`src/rtl/risc_v_32_hazard_ctrl_if.sv`:
```
// rtl/risc_v_32_hazard_ctrl_if.sv - pipeline-side signal bundle of the hazard controller (stall_cnt when HAZARD_PERF_CNT_EN)
interface risc_v_32_hazard_ctrl_if;
    logic [4:0] id_rs1;
    logic [4:0] id_rs2;
    logic       id_use_rs1;
    logic       id_use_rs2;
    logic [4:0] idex_rd;
    logic       idex_wreg;
    logic       idex_mem2reg;
    logic [1:0] idex_mdu_op;
    logic       ex_branch_taken;
    logic       stall_if;
    logic       stall_id;
    logic       bubble_ex;
    logic       flush_id;
    logic       hold_ex;
    logic       mdu_start;
    logic       mdu_busy;
    logic       mdu_done;
`ifdef HAZARD_PERF_CNT_EN
    logic [31:0] stall_cnt;
`endif

    modport master (
        output id_rs1, id_rs2, id_use_rs1, id_use_rs2, idex_rd, idex_wreg,
               idex_mem2reg, idex_mdu_op, ex_branch_taken,
`ifdef HAZARD_PERF_CNT_EN
        input  stall_cnt,
`endif
        input  stall_if, stall_id, bubble_ex, flush_id, hold_ex,
               mdu_start, mdu_busy, mdu_done
    );

    modport slave (
        input  id_rs1, id_rs2, id_use_rs1, id_use_rs2, idex_rd, idex_wreg,
               idex_mem2reg, idex_mdu_op, ex_branch_taken,
`ifdef HAZARD_PERF_CNT_EN
        output stall_cnt,
`endif
        output stall_if, stall_id, bubble_ex, flush_id, hold_ex,
               mdu_start, mdu_busy, mdu_done
    );
endinterface

```
`src/rtl/risc_v_32_hazard_ctrl.sv`:
```
// rtl/risc_v_32_hazard_ctrl.sv - RV32IM load-use/MDU/branch sequencer; optional stall counter via HAZARD_PERF_CNT_EN
module risc_v_32_hazard_ctrl #(
    parameter int MUL_CYCLES = 2,
    parameter int DIV_CYCLES = 32
) (
    input  logic                     clk,
    input  logic                     clrn,
    risc_v_32_hazard_ctrl_if.slave   hz
);
    localparam logic [7:0] MUL_N = MUL_CYCLES[7:0];
    localparam logic [7:0] DIV_N = DIV_CYCLES[7:0];

    typedef enum logic {IDLE, RUN} state_t;

    state_t     state, state_nx;
    logic [7:0] cnt, cnt_nx;
    logic [7:0] n_sel;
    logic       op_valid;
    logic       lu;
    logic       start_c, done_c, hold_c, busy_c;

    // Reserved op 11 behaves as no-op.
    always_comb begin
        op_valid = (hz.idex_mdu_op == 2'b01) || (hz.idex_mdu_op == 2'b10);
        n_sel    = (hz.idex_mdu_op == 2'b10) ? DIV_N : MUL_N;
    end

    always_ff @(posedge clk or negedge clrn) begin
        if (!clrn) begin
            state <= IDLE;
            cnt   <= 8'd0;
        end else begin
            state <= state_nx;
            cnt   <= cnt_nx;
        end
    end

    always_comb begin
        state_nx = state;
        cnt_nx   = cnt;
        case (state)
            IDLE: if (op_valid && n_sel != 8'd1) begin
                state_nx = RUN;
                cnt_nx   = n_sel - 8'd2;
            end
            RUN: begin
                if (cnt != 8'd0) cnt_nx = cnt - 8'd1;
                else             state_nx = IDLE;
            end
            default: state_nx = IDLE;
        endcase
    end

    always_comb begin
        start_c = 1'b0;
        done_c  = 1'b0;
        hold_c  = 1'b0;
        busy_c  = 1'b0;
        case (state)
            IDLE: if (op_valid) begin
                start_c = 1'b1;
                if (n_sel == 8'd1) done_c = 1'b1;
                else               hold_c = 1'b1;
            end
            RUN: begin
                busy_c = 1'b1;
                if (cnt != 8'd0) hold_c = 1'b1;
                else             done_c = 1'b1;
            end
            default: ;
        endcase
    end

    always_comb begin
        lu = hz.idex_mem2reg && hz.idex_wreg && (hz.idex_rd != 5'd0) &&
             (((hz.idex_rd == hz.id_rs1) && hz.id_use_rs1) ||
              ((hz.idex_rd == hz.id_rs2) && hz.id_use_rs2));
    end

    // Every output is forced low while clrn is asserted, combinational ones included.
    assign hz.stall_if  = clrn && !hz.ex_branch_taken && (hold_c || lu);
    assign hz.stall_id  = clrn && !hz.ex_branch_taken && (hold_c || lu);
    assign hz.bubble_ex = clrn && (hz.ex_branch_taken || (!hold_c && lu));
    assign hz.flush_id  = clrn && hz.ex_branch_taken;
    assign hz.hold_ex   = clrn && hold_c;
    assign hz.mdu_start = clrn && start_c;
    assign hz.mdu_busy  = clrn && busy_c;
    assign hz.mdu_done  = clrn && done_c;

`ifdef HAZARD_PERF_CNT_EN
    logic [31:0] stall_cnt_q;

    always_ff @(posedge clk or negedge clrn) begin
        if (!clrn)
            stall_cnt_q <= 32'd0;
        else if (hz.stall_if && stall_cnt_q != 32'hFFFF_FFFF)
            stall_cnt_q <= stall_cnt_q + 32'd1;
    end

    assign hz.stall_cnt = stall_cnt_q;
`endif
endmodule
```
`src/flat_wrapper.sv`:
```
// flat-port wrapper written by rule: the top's interface ports become plain ports
module risc_v_32_hazard_ctrl_flat 
#(
    parameter int MUL_CYCLES = 2,
    parameter int DIV_CYCLES = 32
)
  (clk, clrn, hz_id_rs1, hz_id_rs2, hz_id_use_rs1, hz_id_use_rs2, hz_idex_rd, hz_idex_wreg, hz_idex_mem2reg, hz_idex_mdu_op, hz_ex_branch_taken, hz_stall_if, hz_stall_id, hz_bubble_ex, hz_flush_id, hz_hold_ex, hz_mdu_start, hz_mdu_busy, hz_mdu_done);
  risc_v_32_hazard_ctrl_if hz_i ();
  input  logic clk;
  input  logic clrn;
  input wire logic [$bits(hz_i.id_rs1)-1:0] hz_id_rs1;
  input wire logic [$bits(hz_i.id_rs2)-1:0] hz_id_rs2;
  input wire logic [$bits(hz_i.id_use_rs1)-1:0] hz_id_use_rs1;
  input wire logic [$bits(hz_i.id_use_rs2)-1:0] hz_id_use_rs2;
  input wire logic [$bits(hz_i.idex_rd)-1:0] hz_idex_rd;
  input wire logic [$bits(hz_i.idex_wreg)-1:0] hz_idex_wreg;
  input wire logic [$bits(hz_i.idex_mem2reg)-1:0] hz_idex_mem2reg;
  input wire logic [$bits(hz_i.idex_mdu_op)-1:0] hz_idex_mdu_op;
  input wire logic [$bits(hz_i.ex_branch_taken)-1:0] hz_ex_branch_taken;
  output wire logic [$bits(hz_i.stall_if)-1:0] hz_stall_if;
  output wire logic [$bits(hz_i.stall_id)-1:0] hz_stall_id;
  output wire logic [$bits(hz_i.bubble_ex)-1:0] hz_bubble_ex;
  output wire logic [$bits(hz_i.flush_id)-1:0] hz_flush_id;
  output wire logic [$bits(hz_i.hold_ex)-1:0] hz_hold_ex;
  output wire logic [$bits(hz_i.mdu_start)-1:0] hz_mdu_start;
  output wire logic [$bits(hz_i.mdu_busy)-1:0] hz_mdu_busy;
  output wire logic [$bits(hz_i.mdu_done)-1:0] hz_mdu_done;
  assign hz_i.id_rs1 = hz_id_rs1;
  assign hz_i.id_rs2 = hz_id_rs2;
  assign hz_i.id_use_rs1 = hz_id_use_rs1;
  assign hz_i.id_use_rs2 = hz_id_use_rs2;
  assign hz_i.idex_rd = hz_idex_rd;
  assign hz_i.idex_wreg = hz_idex_wreg;
  assign hz_i.idex_mem2reg = hz_idex_mem2reg;
  assign hz_i.idex_mdu_op = hz_idex_mdu_op;
  assign hz_i.ex_branch_taken = hz_ex_branch_taken;
  assign hz_stall_if = hz_i.stall_if;
  assign hz_stall_id = hz_i.stall_id;
  assign hz_bubble_ex = hz_i.bubble_ex;
  assign hz_flush_id = hz_i.flush_id;
  assign hz_hold_ex = hz_i.hold_ex;
  assign hz_mdu_start = hz_i.mdu_start;
  assign hz_mdu_busy = hz_i.mdu_busy;
  assign hz_mdu_done = hz_i.mdu_done;
  risc_v_32_hazard_ctrl #(.MUL_CYCLES(MUL_CYCLES), .DIV_CYCLES(DIV_CYCLES)) u_core (.clk(clk), .clrn(clrn), .hz(hz_i));
endmodule
```
`config.mk`:
```
export PLATFORM = sky130hd
export DESIGN_NAME = risc_v_32_hazard_ctrl_flat
export DESIGN_NICKNAME = d
export VERILOG_FILES = /design/src/rtl/risc_v_32_hazard_ctrl_if.sv /design/src/rtl/risc_v_32_hazard_ctrl.sv /design/src/flat_wrapper.sv
export SDC_FILE = /design/constraint.sdc
export NUM_CORES = 1
export LEC_CHECK = 0
export BUFFER_PORTS_ARGS = -buffer_cell sky130_fd_sc_hd__buf_2
export CAP_MARGIN = 10
export CORE_MARGIN = 2
export CORE_UTILIZATION = 50
export CTS_BUF_LIST = sky130_fd_sc_hd__clkbuf_2 sky130_fd_sc_hd__clkbuf_4 sky130_fd_sc_hd__clkbuf_8
export DETAILED_ROUTE_END_ITERATION = 16
export GPL_ROUTABILITY_DRIVEN = 0
export GPL_TIMING_DRIVEN = 1
export PLACE_DENSITY = 0.86
export SLEW_MARGIN = 20
export SYNTH_ARGS = -nofsm -noshare
export SYNTH_HDL_FRONTEND = slang
export SYNTH_SLANG_ARGS = --single-unit
export TNS_END_PERCENT = 1
```
`constraint.sdc`:
```
create_clock -name clk -period 2.9 [get_ports clk]
set_input_delay 0.145 -clock clk [delete_from_list [all_inputs] [get_ports clk]]
set_output_delay 0.145 -clock clk [all_outputs]
set_load 0.05 [all_outputs]
```
After elaboration in Yosys (flattened, before gate mapping)
Index checks and enable logic that the tools add are counted.
{"block": "word_totals", "register_bits": 9, "in_bits": 24, "output_inout_bits": 8, "wordCells": 54}
{"block": "classes", "add_sub_neg": 2, "n_eq_ne": 8, "n_mux": 17, "n_bitwise": 1, "reduce_logical": 24}
{"op": "$mux W8", "count": 2}
{"op": "$pmux W8 S2", "count": 1}
{"op": "$logic_and A1 B1 Y1", "count": 15}
{"op": "$eq A5 B5 Y1", "count": 2}
{"op": "$mux W1", "count": 10}
{"op": "$eq A8 B1 Y1 const B", "count": 1}
{"op": "$ne A8 B1 Y1 const B", "count": 1}
{"op": "$reduce_bool A8 Y1", "count": 1}
{"op": "$sub A8 B1 Y8 const B", "count": 1}
{"op": "$sub A8 B2 Y8 const B", "count": 1}
{"op": "$mux W6", "count": 1}
{"op": "$pmux W1 S2", "count": 3}
{"op": "$reduce_bool A5 Y1", "count": 1}
{"op": "$logic_or A1 B1 Y1", "count": 4}
{"op": "$eq A2 B1 Y1 const B", "count": 1}
{"op": "$eq A2 B2 Y1 const B", "count": 1}
{"op": "$logic_not A1 Y1", "count": 2}
{"op": "$ne A2 B1 Y1 const B", "count": 1}
{"op": "$ne A2 B2 Y1 const B", "count": 1}
{"op": "$reduce_and A2 Y1", "count": 1}
{"op": "$not A1 Y1", "count": 1}

Depth between registers and ports, before layout
Gate-level depths: netlist (run 1).
{"block": "depth", "depth_word": 10, "ltp_mapped": 7}

Worst setup path before layout (run 1)
No wires, ideal clock.
{"block": "synth_path", "kind": "reg-to-output", "startpoint": "reg u_core.cnt[0]", "endpoint": "out hz_stall_if", "arrival_ps": 2789, "t_required_ps": 2755, "slack_ps": -34, "path_stages_with_launch": 8, "path_buffers": 2, "path_cell_list": "dfrtp_1 inv_1 ha_1 nor4bb_1 a22o_1 buf_4 o32ai_1 buf_4"}
{"block": "synth_via", "elab_chain_len": 5}
{"item": "start: declaration", "line_no": "risc_v_32_hazard_ctrl.sv:16", "text": "logic [7:0] cnt, cnt_nx;"}
{"item": "start signal: assignment", "line_no": "risc_v_32_hazard_ctrl.sv:34", "text": "cnt <= cnt_nx;"}
{"item": "$reduce_bool A8 Y1", "line_no": "risc_v_32_hazard_ctrl.sv:67", "text": "if (cnt != 8'd0) hold_c = 1'b1;"}
{"item": "$mux W1", "line_no": "risc_v_32_hazard_ctrl.sv:67"}
{"item": "$pmux W1 S2", "line_no": "risc_v_32_hazard_ctrl.sv:59", "text": "case (state)"}
{"item": "$logic_or A1 B1 Y1"}
{"item": "$logic_and A1 B1 Y1"}
{"item": "end: declaration", "line_no": "flat_wrapper.sv:20", "text": "output wire logic [$bits(hz_i.stall_if)-1:0] hz_stall_if;"}
Every way passes these cells.

Worst setup path after layout (run 1)
{"block": "layout_path", "startpoint": "reg u_core.cnt[0]", "endpoint": "out hz_bubble_ex"}
{"block": "layout_via", "elab_chain_len": 7}
{"item": "$reduce_bool A8 Y1", "line_no": "risc_v_32_hazard_ctrl.sv:67"}
{"item": "$mux W1", "line_no": "risc_v_32_hazard_ctrl.sv:67"}
{"item": "$pmux W1 S2", "line_no": "risc_v_32_hazard_ctrl.sv:59"}
{"item": "$logic_not A1 Y1", "line_no": "risc_v_32_hazard_ctrl.sv:83", "text": "assign hz.bubble_ex = clrn && (hz.ex_branch_taken || (!hold_c && lu));"}
{"item": "$logic_and A1 B1 Y1", "line_no": "risc_v_32_hazard_ctrl.sv:83"}
{"item": "$logic_or A1 B1 Y1", "line_no": "risc_v_32_hazard_ctrl.sv:83"}
{"item": "$logic_and A1 B1 Y1", "line_no": "risc_v_32_hazard_ctrl.sv:83"}
{"item": "end: declaration", "line_no": "flat_wrapper.sv:22", "text": "output wire logic [$bits(hz_i.bubble_ex)-1:0] hz_bubble_ex;"}
Every way passes these cells.

==> out/results.tsv, run 1 <==
stage	metric	value	unit
global_route	grt_pass1_wl	2.83	mm
setup_path	crit_chain	inv_1 -> ha_1 -> nor4bb_1 -> a22o_1 -> nand3_1 -> o21bai_1 -> buf_2	
setup_path	path_max_fanout	14	
sta	fin_setup_tns	0	ns
routing	drcViolationCount	0	
sta	maxSlewViolCount	0	
sta	worst_slew_margin_rel	60.6	%
sta	layout_setup_ws	0.520	ns
clock_network	numCtsBuffers	3	
synthesis	synthDistinctLibCells	34	
sta	worst_slew_pin_slew	0.587	ns
global_route	grt_max_degree	15	
clock_network	clock_sinks	9	
synthesis	synthesis.area	727	um^2
job	maxCapViolCount	0	
clock_network	clockBufferDepth	2	
clock_network	cts-resized-gates	0	
sta	skew	0.00306	ns
setup_path	cp_slowest_cell	a22o_1	
clock_network	clock_latency	0.27	ns
setup_path	critPathKind	reg -> out	
routing	dr.pass1.iters	4	
pwr	peakVddDrop	346	uV
synthesis	synth_edf_count	0	
pwr	p_leak	0.464	nW
synthesis	syn_area_per_cell	8.65	um^2
final_layout	final_common_cell	buf_2	
clock_network	cts_tree	built	
final_layout	final_layout_size_suffix_gt1_share	32.5	%
final_layout	nets	145	
clock_network	htreeDepth	1	
min_path	holdCritPathClass	in -> async	
sta	final.min_clock_period	2.38	ns
pwr	power_density	785	mW/mm^2
floorplanning	core.rowCount	13	
synthesis	synthCells	84	
routing	dr_total_vias	753	
placement	place_ws	0.829	ns
floorplanning	dieArea	0.00177	mm^2
synthesis	yosys.area_share.adder	5.16	%
setup_path	r2r_start	u_core.cnt[0]	
synthesis	ys_warn_count	0	
clock_network	cts-root-buf	clkbuf_4	
clock_network	cts_post_setup_buffers_inserted	0	
placement	numPortBuffers	31	
global_route	overflow	0	
setup_path	cp-startpoint	u_core.cnt[0]	
run_status	outcome	complete, no violations	
synthesis	ys_seq_area_share	31.0	%
final_layout	diodes	0	
synthesis	synth_top_family_by_area	simple AND/OR/NAND/NOR gates	
final_layout	layout_common_cells	31 x buf_2, 9 x dfrtp_1, 8 x xor2_1, 8 x o21ai_0, 7 x nor2_1	
floorplanning	io_pins	32	
setup_path	r2r_slack	0.88	ns
setup_path	cp.arrival	2.24	ns
pwr	fin_total_pwr	0.730	mW
setup_path	max_stage_delay	0.46	ns
setup_path	cp-start-kind	flop	
synthesis	synth_compound_area_share	22.2	%
global_route	grt.total_usage	21.5	%
floorplanning	coreArea	0.00133	mm^2
setup_path	timing.rr.end	u_core.cnt[4]	
clock_network	clkTransAtPathRegs	0.06	ns
sta	rsz0062_at_grt	false	
setup_path	r2r_cells	6	
sta	setup_viol	0	
synthesis	synthSimpleGateAreaFrac	23.9	%
global_route	grt_pass1_vias	673	
sta	final-hold-violation-count	0	
synthesis	synthFlopType	dfrtp_1	
global_route	antenna_found_initial	0	
setup_path	setup.worst_path.end_class	primary output	
routing	drt_iter0_drc	14	
sta	fmax	420	MHz
synthesis	async_flop_share	100	%
floorplanning	initial_utilization	54.5	%
final_layout	syn2layout_area_growth	27.9	%
floorplanning	die_w	42.1	um
setup_path	required	2.76	ns
routing	ant_nets	0	
routing	viasPerCell	5.70	
synthesis	syn-num-nets	111	
floorplanning	die_h	42.1	um
synthesis	synthMuxAreaShare	0	%
sta	finalCritPeriodShare	82.1	%
routing	wl	1.78	mm
synthesis	synthXorXnorAreaFrac	12.0	%
setup_path	crit_path_end	hz_bubble_ex	
synthesis	ys_ff_latch	9	
routing	post_drt_wl_per_cell	13.5	um
placement	hpwlAfterDp	1.43	mm
==> through the flow <==
step	hold slack (ns)	util [%]	cells	area, um^2
detailed placement	0.0304	66.7	127	890
global route	0.303	69.7	132	930
global placement	0.0297	66.7	127	890
finish	0.285	69.7	132	930
CTS	0.287	69.7	132	930
floorplan	-0.151	-	84	734
==> worst max-delay path: cells and delay by family (launching register included) <==
| family | cells | cell delay [ns] |
|---|---|---|
| AO/OA/AOI/OAI | 2 | 0.59 |
| adder cells (fa/ha/maj) | 1 | 0.13 |
| buffers and inverters | 2 | 0.36 |
| flip-flops | 1 | 0.41 |
| AND/OR/NAND/NOR | 2 | 0.48 |
==> state kept, by name (all words and copies together) (netlist names) <==
register      cells
u_core.state      1
u_core.cnt        8
==> routing by layer <==
layer	vias up	GRT usage [%]	share of wire (%)
li1	373	-	-
met1	351	21.5	40
met2	23	38.1	54
met3	6	6.03	3.5
met4	0	14.4	2.5
met5	-	0	0
==> cells by family after synthesis <==
logic type,Yosys count
AO/OA/AOI/OAI,23
XOR/XNOR,10
adder cells (fa/ha/maj),3
buffers and inverters,9
flip-flops,9
AND/OR/NAND/NOR,30
==> worst min-delay path by stage <==
stage	cells past startpoint	slack, ns	end	startpoint
detailed placement	1	0.03	u_core.cnt[2]	clrn
floorplan	0	-0.15	u_core.cnt[0]	clrn
CTS	2	0.29	u_core.cnt[2]	clrn
global route	2	0.30	u_core.cnt[7]	clrn
finish	2	0.29	u_core.cnt[2]	clrn
global placement	1	0.03	u_core.cnt[4]	clrn
==> synth_stat cells, types with 2 or more instances <==
library cell | count | share of area [%]
dfrtp_1 | 9 | 31
a221o_1 | 2 | 2.8
o21ai_0 | 8 | 5.5
buf_4 | 2 | 2.1
a21oi_1 | 2 | 1.4
a41o_1 | 2 | 2.8
ha_1 | 3 | 5.2
nand2_1 | 6 | 3.1
a31oi_1 | 2 | 1.7
or3_1 | 2 | 1.7
and2_1 | 2 | 1.7
nor2_1 | 7 | 3.6
xnor2_1 | 2 | 2.4
inv_1 | 6 | 3.1
nor3_1 | 2 | 1.4
xor2_1 | 8 | 9.6
nor4_1 | 2 | 1.7
==> cell type report <==
type / count / area, um^2
multi-input combinational: 66 / 468
fill: 116 / 404
sequential: 9 / 225
timing repair buffer: 32 / 165
clock buffer: 4 / 30.0
inverter: 6 / 22.5
tap: 15 / 18.8
==> repair_timing <==
item                                    in CTS  in global routing
endpoints found under the setup margin       0                  0
hold buffers                                 1                  0
hold endpoints to repair                     9                  0
==> power breakdown <==
group | switching, mW | internal [mW] | leakage [nW]
clock network | 0.0449 | 0.0624 | 0.0184
registers | 0.0769 | 0.187 | 0.107
logic | 0.201 | 0.158 | 0.338
(Power assumes the default switching activity.)
==> inputs of run 2 (changes only) <==
- ABC_AREA: not set -> 1
- CORE_UTILIZATION: 50 -> 46
- PLACE_DENSITY: 0.86 -> 0.8
- clock period: 2.9 -> 2.1 ns (I/O delays scaled with it)
==> run 2 against run 1 <==
  * Sequential share of layout area is 3.7 points lower
  * Total power is 54% higher
  * Sequential cell count stayed put
  * Die area is 29% higher
  * Highest routed layer is now met3
  * Critical path depth is 2 higher
  * Area after synthesis is 22% higher
  * Final cell count is 58% higher
  * First-iteration DRC count is 36% higher
  * Critical endpoint unchanged
  * Clock power is 37% higher
  * Global-route usage is 2.0 points lower
==> out/results.tsv, run 2 <==
stage	metric	value	unit
global_route	grt_pass1_vias	858	
routing	drt_iter0_drc	19	
routing	post_drt_wl_per_cell	8.82	um
clock_network	clkTransAtPathRegs	0.06	ns
setup_path	required	2.00	ns
global_route	overflow	0	
synthesis	syn-num-nets	176	
sta	final.min_clock_period	1.93	ns
synthesis	synth_most_common_cell	nand2_1	
synthesis	synthDistinctLibCells	24	
routing	dr.pass1.iters	4	
synthesis	synth_area_leaders	dfrtp_1 25%, nand2_1 21%, inv_1 12%	
setup_path	cp-start-kind	flop	
sta	finalCritPeriodShare	92.1	%
clock_network	numCtsBuffers	3	
final_layout	nets	211	
floorplanning	die_w	47.9	um
clock_network	cts-root-buf	clkbuf_4	
pwr	p_leak	0.668	nW
floorplanning	io_pins	32	
synthesis	synthCells	149	
sta	worst_slew_margin_rel	74.6	%
routing	dr_total_vias	938	
sta	worst_slew_pin_slew	0.381	ns
final_layout	final_layout_size_suffix_gt1_share	26.8	%
pwr	power_density	1020	mW/mm^2
final_layout	final_common_cell	nand2_1	
final_layout	fillCellCount	176	
synthesis	synth_top_area_cell	dfrtp_1	
floorplanning	initial_utilization	50.2	%
run_status	outcome	complete, no violations	
synthesis	ys_warn_count	0	
final_layout	syn2layout_area_growth	24.2	%
setup_path	cp.arrival	1.83	ns
min_path	holdCritPathClass	in -> async	
floorplanning	coreArea	0.00176	mm^2
sta	rsz0062_at_grt	false	
clock_network	cts_tree	built	
routing	wl	1.83	mm
clock_network	cts_post_setup_buffers_inserted	0	
sta	final-hold-violation-count	0	
final_layout	fin_area	0.00110	mm^2
final_layout	largestRegisters	u_core.cnt (8), u_core.state (1)	
global_route	grt.total_usage	19.4	%
floorplanning	dieArea	0.00229	mm^2
synthesis	async_flop_share	100	%
routing	drcViolationCount	0	
placement	numPortBuffers	31	
synthesis	synth_edf_count	0	
sta	fmax	517	MHz
synthesis	yosysTopAreaCellShare	25.4	%
clock_network	clock_sinks	9	
final_layout	regMostFlops	u_core.cnt	
sta	setup_viol	0	
global_route	antenna_found_initial	0	
clock_network	clock_latency	0.26	ns
synthesis	ys_seq_area_share	25.4	%
placement	placed_cell_area	0.00106	mm^2
routing	ant_nets	0	
final_layout	diodes	0	
clock_network	htreeDepth	1	
final_layout	largest_reg_flops	8	
synthesis	synthFlopType	dfrtp_1	
pwr	peakVddDrop	755	uV
global_route	grt_max_degree	14	
setup_path	critPathKind	reg -> out	
routing	viasPerCell	4.51	
synthesis	synth_common_cells	50 x nand2_1, 28 x inv_1, 17 x nor2_1	
final_layout	layout_common_cells	50 x nand2_1, 30 x buf_2, 27 x inv_1	
sta	skew	0.00202	ns
clock_network	clockBufferDepth	2	
global_route	grt_pass1_wl	3.21	mm
placement	hpwlAfterDp	1.55	mm
synthesis	synthesis.area	886	um^2
sta	fin_setup_tns	0	ns
synthesis	syn_area_per_cell	5.95	um^2
sta	maxSlewViolCount	0	
job	maxCapViolCount	0	
floorplanning	die_h	47.9	um
synthesis	ys_ff_latch	9	
setup_path	path_max_fanout	10	
setup_path	setup.worst_path.end_class	primary output	
floorplanning	core.rowCount	15	
[run 2: path summary, 6_finish.rpt]
kind,cells past startpoint,start,slack (ns),to
hold reg to reg,2,u_core.cnt[5],0.53,u_core.cnt[5]
max in group asynchronous,2,clrn,1.62,u_core.cnt[0]
setup reg to reg,9,u_core.cnt[1],0.64,u_core.cnt[3]
hold / removal,2,clrn,0.25,u_core.cnt[4]
setup / recovery,9,u_core.cnt[1],0.17,hz_bubble_ex
min in group clk,6,hz_idex_mdu_op[1],0.39,u_core.cnt[3]
[run 2: logic make-up after synthesis]
kind of cell,count (synthesis),synth area share (%)
AO/OA/AOI/OAI,19,13.1
adder cells (fa/ha/maj),3,4.24
buffers and inverters,34,16.5
flip-flops,9,25.4
AND/OR/NAND/NOR,84,40.7
[run 2: routing by layer]
metal | vias up | track usage (%) | wire [um]
met5 | - | 0 | 0
met4 | 0 | 3.78 | 0
met3 | 0 | 5.66 | 95
met2 | 23 | 32.8 | 847
met1 | 393 | 24.7 | 890
li1 | 522 | - | -
[run 2: final cells by class]
cell class	count	area, um^2	share of cell area [%]
repair buffers	32	168	15.2
inverters	32	128	11.6
multi-input cells	106	518	47.1
clock buffers	4	30.0	2.73
well taps	25	31.3	2.84
flip-flops and latches	9	225	20.5
[run 2: where the power goes]
part           leakage [nW]  internal (mW)  switching (mW)
logic                 0.543          0.230           0.426
registers             0.107          0.258          0.0653
clock network        0.0184         0.0862          0.0607
total                 0.668          0.574           0.552
[run 2: stage by stage]
stage / hold WS [ns] / total power, mW / instances / setup WS, ns / util, %
6_report: 0.254 / 1.13 / 208 / 0.166 / 62.3
5_1_grt: 0.281 / 1.25 / 208 / 0.0141 / 62.3
4_1_cts: 0.251 / 1.14 / 208 / 0.0742 / 62.2
3_5_place_dp: -0.000159 / 0.984 / 203 / 0.381 / 59.9
3_3_place_gp: -0.00673 / 0.967 / 203 / 0.459 / 59.9
2_1_floorplan: -0.191 / 0.856 / 149 / 0.155 / -
[run 2: what timing repair did]
action | in CTS | in global routing
hold endpoints to repair | 9 | 0
gates resized for setup | 0 | 2
setup endpoints to repair | 0 | 1
hold buffers | 1 | 0
[run 2: worst max-delay path, cell delays in order (launching register included)]
cell	delay, ns
dfrtp_1	0.35
inv_1	0.12
ha_1	0.16
inv_1	0.03
nor2_1	0.18
nand3_4	0.12
o21ai_4	0.16
nand2_2	0.06
o21ai_1	0.14
clkbuf_4	0.24
